--- src/rtl/mul_div_if.sv ---
// Handshake and result bus between the EX-stage issue logic and the mul/div unit.
interface mul_div_if #(
    parameter int unsigned DATA_WIDTH = 32
);
    logic                  flush;
    logic                  start;
    logic [5:0]            funct;
    logic [DATA_WIDTH-1:0] operand_1;
    logic [DATA_WIDTH-1:0] operand_2;
    logic                  stall_req;
    logic                  done;
    logic [DATA_WIDTH-1:0] result_hi;
    logic [DATA_WIDTH-1:0] result_lo;

    modport master (
        output flush, start, funct, operand_1, operand_2,
        input  stall_req, done, result_hi, result_lo
    );

    modport slave (
        input  flush, start, funct, operand_1, operand_2,
        output stall_req, done, result_hi, result_lo
    );
endinterface

--- src/rtl/mul_div_unit.sv ---
// Iterative MULT/MULTU/DIV/DIVU engine: one radix-2 step per cycle over operand
// magnitudes, sign correction on the last step, result held on HI/LO outputs.
module mul_div_unit #(
    parameter int unsigned DATA_WIDTH = 32,
    parameter int unsigned ITERATIONS = 32
) (
    input  logic        clk,
    input  logic        rst,
    mul_div_if.slave    bus
);
    localparam int unsigned W     = DATA_WIDTH;
    localparam int unsigned W2    = 2 * DATA_WIDTH;
    localparam int unsigned CNT_W = (ITERATIONS > 1) ? $clog2(ITERATIONS) : 1;

    localparam logic [5:0] FN_MULT  = 6'h18;
    localparam logic [5:0] FN_MULTU = 6'h19;
    localparam logic [5:0] FN_DIV   = 6'h1A;
    localparam logic [5:0] FN_DIVU  = 6'h1B;

    localparam logic [CNT_W-1:0] CNT_LAST = CNT_W'(ITERATIONS - 1);

    typedef enum logic [1:0] {
        S_IDLE = 2'd0,
        S_CALC = 2'd1,
        S_DONE = 2'd2
    } state_t;

    state_t            state_q, state_d;
    logic [CNT_W-1:0]  cnt_q, cnt_d;
    logic              is_div_q, is_div_d;
    logic              neg_q, neg_d;
    logic              neg_rem_q, neg_rem_d;
    logic [W2-1:0]     mcand_q, mcand_d;
    logic [W-1:0]      mplier_q, mplier_d;
    logic [W2-1:0]     acc_q, acc_d;
    logic              done_q, done_d;
    logic [W-1:0]      hi_q, hi_d;
    logic [W-1:0]      lo_q, lo_d;

    logic              funct_ok;
    logic              is_signed_op;
    logic              op1_neg, op2_neg;
    logic [W-1:0]      op1_mag, op2_mag;
    logic [W2-1:0]     mul_sum;
    logic [W:0]        rem_shift;
    logic [W+1:0]      rem_diff;
    logic [W2-1:0]     acc_step;
    logic [W2-1:0]     prod_fix;
    logic [W-1:0]      quo_fix, rem_fix;

    // Operand decode and one iteration step of either algorithm
    always_comb begin
        funct_ok     = (bus.funct == FN_MULT) || (bus.funct == FN_MULTU) ||
                       (bus.funct == FN_DIV)  || (bus.funct == FN_DIVU);
        is_signed_op = (bus.funct == FN_MULT) || (bus.funct == FN_DIV);
        op1_neg      = is_signed_op && bus.operand_1[W-1];
        op2_neg      = is_signed_op && bus.operand_2[W-1];
        op1_mag      = op1_neg ? -bus.operand_1 : bus.operand_1;
        op2_mag      = op2_neg ? -bus.operand_2 : bus.operand_2;

        mul_sum   = acc_q + (mplier_q[0] ? mcand_q : '0);
        // Restoring divide: hi half of acc is the remainder, lo half collects quotient bits
        rem_shift = {acc_q[W2-1:W], mplier_q[W-1]};
        rem_diff  = {1'b0, rem_shift} - {2'b00, mcand_q[W-1:0]};
        if (!is_div_q) begin
            acc_step = mul_sum;
        end else if (!rem_diff[W+1]) begin
            acc_step = {rem_diff[W-1:0], acc_q[W-2:0], 1'b1};
        end else begin
            acc_step = {rem_shift[W-1:0], acc_q[W-2:0], 1'b0};
        end

        prod_fix = neg_q ? -acc_step : acc_step;
        quo_fix  = neg_q ? -acc_step[W-1:0] : acc_step[W-1:0];
        rem_fix  = neg_rem_q ? -acc_step[W2-1:W] : acc_step[W2-1:W];
    end

    // Next-state and datapath update
    always_comb begin
        state_d   = state_q;
        cnt_d     = cnt_q;
        is_div_d  = is_div_q;
        neg_d     = neg_q;
        neg_rem_d = neg_rem_q;
        mcand_d   = mcand_q;
        mplier_d  = mplier_q;
        acc_d     = acc_q;
        done_d    = 1'b0;
        hi_d      = hi_q;
        lo_d      = lo_q;

        if (bus.flush) begin
            state_d = S_IDLE;
        end else begin
            unique case (state_q)
                S_IDLE: begin
                    if (bus.start && funct_ok) begin
                        is_div_d  = (bus.funct == FN_DIV) || (bus.funct == FN_DIVU);
                        neg_d     = op1_neg ^ op2_neg;
                        neg_rem_d = op1_neg;
                        acc_d     = '0;
                        cnt_d     = '0;
                        state_d   = S_CALC;
                        if (is_div_d) begin
                            mcand_d  = {W'(0), op2_mag};
                            mplier_d = op1_mag;
                        end else begin
                            mcand_d  = {W'(0), op1_mag};
                            mplier_d = op2_mag;
                        end
                    end
                end
                S_CALC: begin
                    acc_d = acc_step;
                    cnt_d = cnt_q + CNT_W'(1);
                    if (is_div_q) begin
                        mplier_d = {mplier_q[W-2:0], 1'b0};
                    end else begin
                        mplier_d = {1'b0, mplier_q[W-1:1]};
                        mcand_d  = {mcand_q[W2-2:0], 1'b0};
                    end
                    if (cnt_q == CNT_LAST) begin
                        if (is_div_q) begin
                            hi_d = rem_fix;
                            lo_d = quo_fix;
                        end else begin
                            hi_d = prod_fix[W2-1:W];
                            lo_d = prod_fix[W-1:0];
                        end
                        done_d  = 1'b1;
                        state_d = S_DONE;
                    end
                end
                S_DONE: begin
                    state_d = S_IDLE;
                end
                default: begin
                    state_d = S_IDLE;
                end
            endcase
        end
    end

    always_ff @(posedge clk) begin
        if (rst) begin
            state_q   <= S_IDLE;
            cnt_q     <= '0;
            is_div_q  <= 1'b0;
            neg_q     <= 1'b0;
            neg_rem_q <= 1'b0;
            mcand_q   <= '0;
            mplier_q  <= '0;
            acc_q     <= '0;
            done_q    <= 1'b0;
            hi_q      <= '0;
            lo_q      <= '0;
        end else begin
            state_q   <= state_d;
            cnt_q     <= cnt_d;
            is_div_q  <= is_div_d;
            neg_q     <= neg_d;
            neg_rem_q <= neg_rem_d;
            mcand_q   <= mcand_d;
            mplier_q  <= mplier_d;
            acc_q     <= acc_d;
            done_q    <= done_d;
            hi_q      <= hi_d;
            lo_q      <= lo_d;
        end
    end

    // Stall is combinational so the accepting instruction is held in the same cycle
    assign bus.stall_req = ((state_q == S_IDLE) && bus.start && funct_ok) ||
                           (state_q == S_CALC);
    assign bus.done      = done_q;
    assign bus.result_hi = hi_q;
    assign bus.result_lo = lo_q;
endmodule

--- src/flat_wrapper.sv ---
// flat-port wrapper written by rule: the top's interface ports become plain ports
module mul_div_unit_flat 
#(
    parameter int unsigned DATA_WIDTH = 32,
    parameter int unsigned ITERATIONS = 32
)
  (clk, rst, bus_flush, bus_start, bus_funct, bus_operand_1, bus_operand_2, bus_stall_req, bus_done, bus_result_hi, bus_result_lo);
  mul_div_if #(.DATA_WIDTH(DATA_WIDTH)) bus_i ();
  input  logic clk;
  input  logic rst;
  input wire logic [$bits(bus_i.flush)-1:0] bus_flush;
  input wire logic [$bits(bus_i.start)-1:0] bus_start;
  input wire logic [$bits(bus_i.funct)-1:0] bus_funct;
  input wire logic [$bits(bus_i.operand_1)-1:0] bus_operand_1;
  input wire logic [$bits(bus_i.operand_2)-1:0] bus_operand_2;
  output wire logic [$bits(bus_i.stall_req)-1:0] bus_stall_req;
  output wire logic [$bits(bus_i.done)-1:0] bus_done;
  output wire logic [$bits(bus_i.result_hi)-1:0] bus_result_hi;
  output wire logic [$bits(bus_i.result_lo)-1:0] bus_result_lo;
  assign bus_i.flush = bus_flush;
  assign bus_i.start = bus_start;
  assign bus_i.funct = bus_funct;
  assign bus_i.operand_1 = bus_operand_1;
  assign bus_i.operand_2 = bus_operand_2;
  assign bus_stall_req = bus_i.stall_req;
  assign bus_done = bus_i.done;
  assign bus_result_hi = bus_i.result_hi;
  assign bus_result_lo = bus_i.result_lo;
  mul_div_unit #(.DATA_WIDTH(DATA_WIDTH), .ITERATIONS(ITERATIONS)) u_core (.clk(clk), .rst(rst), .bus(bus_i));
endmodule
--- config.mk ---
export PLATFORM = sky130hd
export DESIGN_NAME = mul_div_unit_flat
export DESIGN_NICKNAME = d
export VERILOG_FILES = /design/src/rtl/mul_div_if.sv /design/src/rtl/mul_div_unit.sv /design/src/flat_wrapper.sv
export SDC_FILE = /design/constraint.sdc
export NUM_CORES = 1
export LEC_CHECK = 0
export BUFFER_PORTS_ARGS = -buffer_cell sky130_fd_sc_hd__buf_2
export CAP_MARGIN = 10
export CORE_MARGIN = 8
export CORE_UTILIZATION = 50
export DETAILED_ROUTE_END_ITERATION = 8
export GPL_ROUTABILITY_DRIVEN = 0
export PLACE_DENSITY = 0.68
export SYNTH_ARGS = -nofsm -noshare
export SYNTH_HDL_FRONTEND = slang
export SYNTH_SLANG_ARGS = --single-unit
export TNS_END_PERCENT = 30
--- constraint.sdc ---
create_clock -name clk -period 6.76 [get_ports clk]
set_clock_uncertainty 0.05 [all_clocks]
set_input_delay 0.676 -clock clk [delete_from_list [all_inputs] [get_ports clk]]
set_output_delay 0.676 -clock clk [all_outputs]
set_load 0.01 [all_outputs]
; ---- Word level (Yosys, flattened, before mapping)
; Index checks and enable logic that the tools add are counted.
[op_classes]
eq_ne = 9
bitwise = 3
n_div = 0
n_mux = 26
n_mul = 0
reduce_logical = 20
n_addsub = 8
order_cmp = 0
n_shift = 0
[op_table]
columns = cell, n
row1 = 64-bit 2-to-1 mux, 7
row2 = 32-bit 2-to-1 mux, 10
row3 = 64-bit one-hot mux with 2 select lines, 2
row4 = 32-bit negator, 4
row5 = 64-bit adder, 1
row6 = 64-bit negator, 1
row7 = 32-bit one-hot mux with 2 select lines, 1
row8 = 33-bit by 32-bit subtractor with 34-bit output, 1
row9 = 6-bit by 5-bit == test with 1-bit output (second input constant), 4
row10 = 5-bit one-hot mux with 2 select lines, 1
row11 = 3-bit AND reduction, 3
row12 = 1-bit logical OR, 6
row13 = 5-bit by 1-bit adder with 5-bit output (second input constant), 1
row14 = 5-bit == test (second input constant), 1
row15 = 1-bit logical AND, 5
row16 = 5-bit 2-to-1 mux, 1
row17 = 2-bit 2-to-1 mux, 2
row18 = 2-bit by 1-bit != test with 1-bit output (second input constant), 2
row19 = 2-bit one-hot mux with 2 select lines, 1
row20 = 4-bit AND reduction, 1
row21 = 3-bit OR reduction, 1
row22 = 2-bit by 1-bit == test with 1-bit output (second input constant), 1
row23 = 2-bit logical NOT, 1
row24 = 2-bit != test (second input constant), 1
row25 = 6 further kinds, 7
[totals]
n_memories = 0
output_inout_bits = 66
reg_bits = 235
mem_bits_rw = 0
latchBits = 0
input_bits = 74
word_cells = 77
mem_bits_ro = 0

; ---- Depth between registers and ports, before layout
[depth]
ltp_word = 7
ltp_mapped = 21
mapped_depth_nobuf = 20

; ---- Least setup slack after synthesis
; OpenSTA, ideal clock, no wires.
[synth_path]
path_type = register to register
from = register u_core.mplier_q[0]
to = register u_core.hi_q[23] (netlist: u_core.bus.result_hi[23])
t_required_ns = 6.624
setup_slack_ns = 1.949
t_arrival_ns = 4.676
synth_period_minus_slack_ns = 4.811
setup_time_ns = 0.086
path_stages_with_launch = 19
n_path_buf = 2
path_cell_list = dfxtp_1 -> clkbuf_1 -> clkbuf_1 -> and2_1 -> ha_1 -> nor2b_4 -> o31a_4 -> o31ai_4 -> a2111oi_2 -> or3_4 -> a2111oi_4 -> o21ai_2 -> or4_4 -> or4_4 -> nor2_2 -> o21a_2 -> a31oi_1 -> xnor2_1 -> a211oi_1
[synth_via]
elab_chain_cells = 6
word_cells_on_any_way = 8
cone_classes = add/sub (3) / mux (5)
[synth_rtl]
columns = element, line
row1 = from (decl), mul_div_unit.sv:34  ; logic [W-1:0] mplier_q, mplier_d;
row2 = from (signal assigned), mul_div_unit.sv:164  ; mplier_q <= mplier_d;
row3 = 64-bit 2-to-1 mux *, mul_div_unit.sv:61  ; mul_sum = acc_q + (mplier_q[0] ? mcand_q : '0);
row4 = 64-bit adder *, mul_div_unit.sv:61
row5 = 64-bit 2-to-1 mux *, mul_div_unit.sv:65  ; if (!is_div_q) begin
row6 = 64-bit negator or 32-bit negator (tied branches), "mul_div_unit.sv:73, mul_div_unit.sv:75"
row7 = 64-bit 2-to-1 mux or 32-bit 2-to-1 mux (tied branches), "mul_div_unit.sv:73, mul_div_unit.sv:75"
row8 = 32-bit 2-to-1 mux *, mul_div_unit.sv:123  ; if (is_div_q) begin
row9 = to (signal assigned), mul_div_unit.sv:167  ; hi_q <= hi_d;
row10 = to (decl), mul_div_unit.sv:37  ; logic [W-1:0] hi_q, hi_d;
; Mark *: on every way between the ends. The rest lies on a longest branch, timed or not.
; A chain may end at the register's enable or synchronous reset.

; ---- Worst setup path after layout
[layout_path]
from = register u_core.mplier_q[0]
to = register u_core.hi_q[21] (netlist: u_core.bus.result_hi[21])
; Same word-level chain as after synthesis.

==> metrics.md <==
| Metric | Value |
|---|---|
| Launch point of the worst path | `u_core.mplier_q[0]$_SDFFE_PP0P_` |
| Pwr dens | `147 mW/mm^2` |
| Post-synthesis cell area | `between 0.02 and 0.025 mm^2` |
| Slew Viols, Final | `0` |
| Mapped Nets | `around 3200` |
| Drt first pass iters | `9` |
| Seq/Total Area, Yosys | `between 20% and 30%` |
| Die Width | `~220 um` |
| DR iter-0 viols | `between 2000 and 3000` |
| Unique masters post-synth | `108` |
| Num CTS Buffers | `27` |
| Port Buffers | `approximately 140` |
| Register bit total from synthesis | `approximately 240` |
| Req. time, crit path | `around 7200 ps` |
| Failing checks | `DRC` |
| Fillers | `~4100` |
| Outcome | `finished with violations` |
| Vias in the first global route | `21900` |
| Clock Path Buffers | `3` |
| Die area | `0.0491 mm^2` |
| Most numerous cell in the Yosys netlist | `nand2_1` |
| Fin crit share | `85.0%` |
| Die Span Y | `~220 um` |
| Dpl hpwl | `~60000 um` |
| Worst-path clk slew | `about 60 ps` |
| Max Cap Viol | `0` |
| Final wirelength | `roughly 78000 um` |
| Initial core utilization | `about half` |
| Worst Hold Class | `reg -> reg` |
| Worst-margin pin slew | `about 1200 ps` |
| Post-synth EDFFs | `0` |
| Warnings, synthesis | `0` |
| RSZ-0062 raised after global routing | `false` |
| TritonCTS clock tree | `built` |
| DRC | `1` |
| Hold EP | `u_core.bus.result_hi[3]$_SDFFE_PP0P_` |
| Synth-to-layout area growth | `9.22%` |
| Yosys top cell by area | `dfxtp_1` |
| Main flop type after synthesis | `dfxtp_1` |
| RR Startpoint | `u_core.mplier_q[0]$_SDFFE_PP0P_` |
| Core ar. | `0.0419 mm^2` |
| # clock sinks | `approximately 240` |
| Post-synth ARST share | `0%` |
| Post-CTS Setup Inserts | `0` |
| Synthesized instance count | `2987` |
| Initial antenna violation count | `1` |
| Max Freq | `about 170 MHz` |
| Peak supply drop | `approximately 0.00022 V` |
| Crit Path Class | `reg -> reg` |
| Layout cell share with drive strength beyond 1 | `9.74%` |
| Top cell type's share of synthesized area | `22.2%` |
| GRT Residual Overflow | `0` |
| Final ANT Viol Nets | `0` |
| Clk Latency, worst-skew pair | `570 ps` |
| Setup-failing EPs final | `0` |
| Post-route minimum period | `between 5000 and 6000 ps` |
| Post-CTS Hold Buffers | `0` |
| Largest driver fanout on the critical path | `slightly below 50` |
| Multi-input logic area | `about 0.015 mm^2` |
| Post-CTS sizing | `0` |
| Number of nets in the layout | `3177` |
| CP Capture Type | `flop` |
| Critical R2R Capture | `u_core.bus.result_hi[21]$_SDFFE_PP0P_` |
| Flop2flop setup slack | `a little over 1000 ps` |
| Worst setup margin | `1020 ps` |
| Total track usage | `between 20% and 30%` |
| Syn avg cell area | `just over 7 um^2` |
| Vias/cell | `approximately 6.6` |
| CTS H-tree lvls | `1` |
| Worst slew margin | `between 10% and 20%` |
| Crit path DAT | `about 6200 ps` |
| Dpl ws | `roughly 1200 ps` |
| P_leak | `approximately 9.0 nW` |
| WHS | `roughly 400 ps` |
| Average wire per standard cell | `21.9 um` |
| Top cells by count, synth | `nand2_1, nor2_1, a21oi_1` |
| # rows | `between 70 and 80` |
| Setup Total Neg Slack | `0 ps` |
| Antenna diode count | `0` |
| Largest net degree at the start of global routing | `between 90 and 100` |
| Startpoint class of the critical path | `flop` |
| Final hold violations | `0` |
| I/O Pins | `between 100 and 150` |
| Routed via count | `between 20000 and 25000` |
| Clock root cell | `clkbuf_16` |
| Synth top area cells | `dfxtp_1, nand2_1, nor2_1` |
| Worst r2r path cells | `17` |
| Hold Path Stages | `2` |
| Register area | `approximately 0.0047 mm^2` |
| First-pass GRT wire length | `121000 um` |
| Worst Min Path Start | `u_core.bus.result_hi[3]$_SDFFE_PP0P_` |
worst max-delay path, stage by stage, from the launching register on:
cell and delay, ps:
dfxtp_1 610, buf_12 270, and2_1 210, ha_1 390, a21oi_1 430, o21ai_0 300, a21o_1 300, nand2b_1 190
nor4_1 530, o21a_1 230, a311oi_1 60, or3_1 610, nor3b_1 540, nand3_1 180, a21oi_2 210, a22oi_1 130
xor2_1 170, a211oi_2 220
logic make-up (layout without fill, tap and decap cells):
| family | count (synthesis) | after routing | synth area share (%) |
|---|---|---|---|
| xor+xnor | 155 | 155 | 6.42 |
| fa+ha+maj | 103 | 103 | 6.17 |
| mux | 69 | 69 | 3.31 |
| flops | 235 | 235 | 22.2 |
| simple gates | 1226 | 1226 | 27.1 |
| compound gates | 932 | 932 | 29.9 |
| buf+inv | 267 | 300 | 4.90 |
through the flow:
| step | utilization, % | instance area, um^2 | instances | total power, mW |
|---|---|---|---|---|
| floorplan | - | 21100 | 2987 | 1.67 |
| global placement | 52.9 | 22100 | 3510 | 1.79 |
| detailed placement | 52.9 | 22100 | 3510 | 1.80 |
| CTS | 55.2 | 23100 | 3559 | 3.40 |
| global route | 55.2 | 23100 | 3559 | 3.49 |
| finish | 55.2 | 23100 | 3559 | 3.40 |
where the power goes:
group,internal (mW),switching (mW)
logic,0.128,0.253
clock network,0.979,0.637
registers,1.39,0.00770
layout by cell type, fill, tap and decap left out, types with 15 or more instances in the layout:
cell	count
clkbuf_16	27
a22oi_1	87
and3_1	15
dfxtp_1	234
mux2i_1	62
nor2_1	371
o31ai_1	28
ha_1	101
or3_1	27
or4_1	17
a21oi_1	251
nor3_1	85
buf_4	41
nor2b_1	17
a211oi_1	41
and2_1	84
xnor2_1	86
o21ai_0	157
o21a_1	28
a311oi_1	50
o211ai_1	49
a31oi_1	22
nor4_1	28
buf_2	138
inv_1	69
nand3_1	61
o22ai_1	15
nand2_1	395
a21o_1	32
nand4_1	49
xor2_1	69
how the worst max path moves through the flow:
stage / to / slack, ps / depth (start not counted)
after floorplan: u_core.bus.result_hi[23]$_SDFFE_PP0P_ / 1950 / 18
after global placement: u_core.bus.result_hi[26]$_SDFFE_PP0P_ / 1300 / 20
after detailed placement: u_core.bus.result_hi[26]$_SDFFE_PP0P_ / 1180 / 20
after CTS: u_core.bus.result_hi[26]$_SDFFE_PP0P_ / 1150 / 20
after global routing: u_core.bus.result_hi[26]$_SDFFE_PP0P_ / 640 / 20
final: u_core.bus.result_hi[21]$_SDFFE_PP0P_ / 1020 / 17
final cells by class:
type / count / share of cell area (%)
clock buffer: 36 / 3.29
inverter: 70 / 1.14
clock inverter: 13 / 0.899
tap: 539 / 2.92
sequential: 235 / 20.4
multi-input combinational: 2485 / 66.9
timing repair buffer: 181 / 4.46
flip-flops by register name (all words and copies together) (netlist names), 2 cells and up:
register,cells
u_core.bus.result_lo,32
u_core.mcand_q,64
u_core.acc_q,64
u_core.cnt_q,5
u_core.bus.result_hi,32
u_core.mplier_q,32
u_core.state_q,2
layer usage:
layer,GRT usage [%],vias to the layer above,share of wire [%]
met2,44.9,1377,41
li1,-,11000,-
met1,39.1,10900,42
met5,1.61,-,0.13
met3,7.72,252,12
met4,13.8,4,4.9
(Power assumes the default switching activity.)
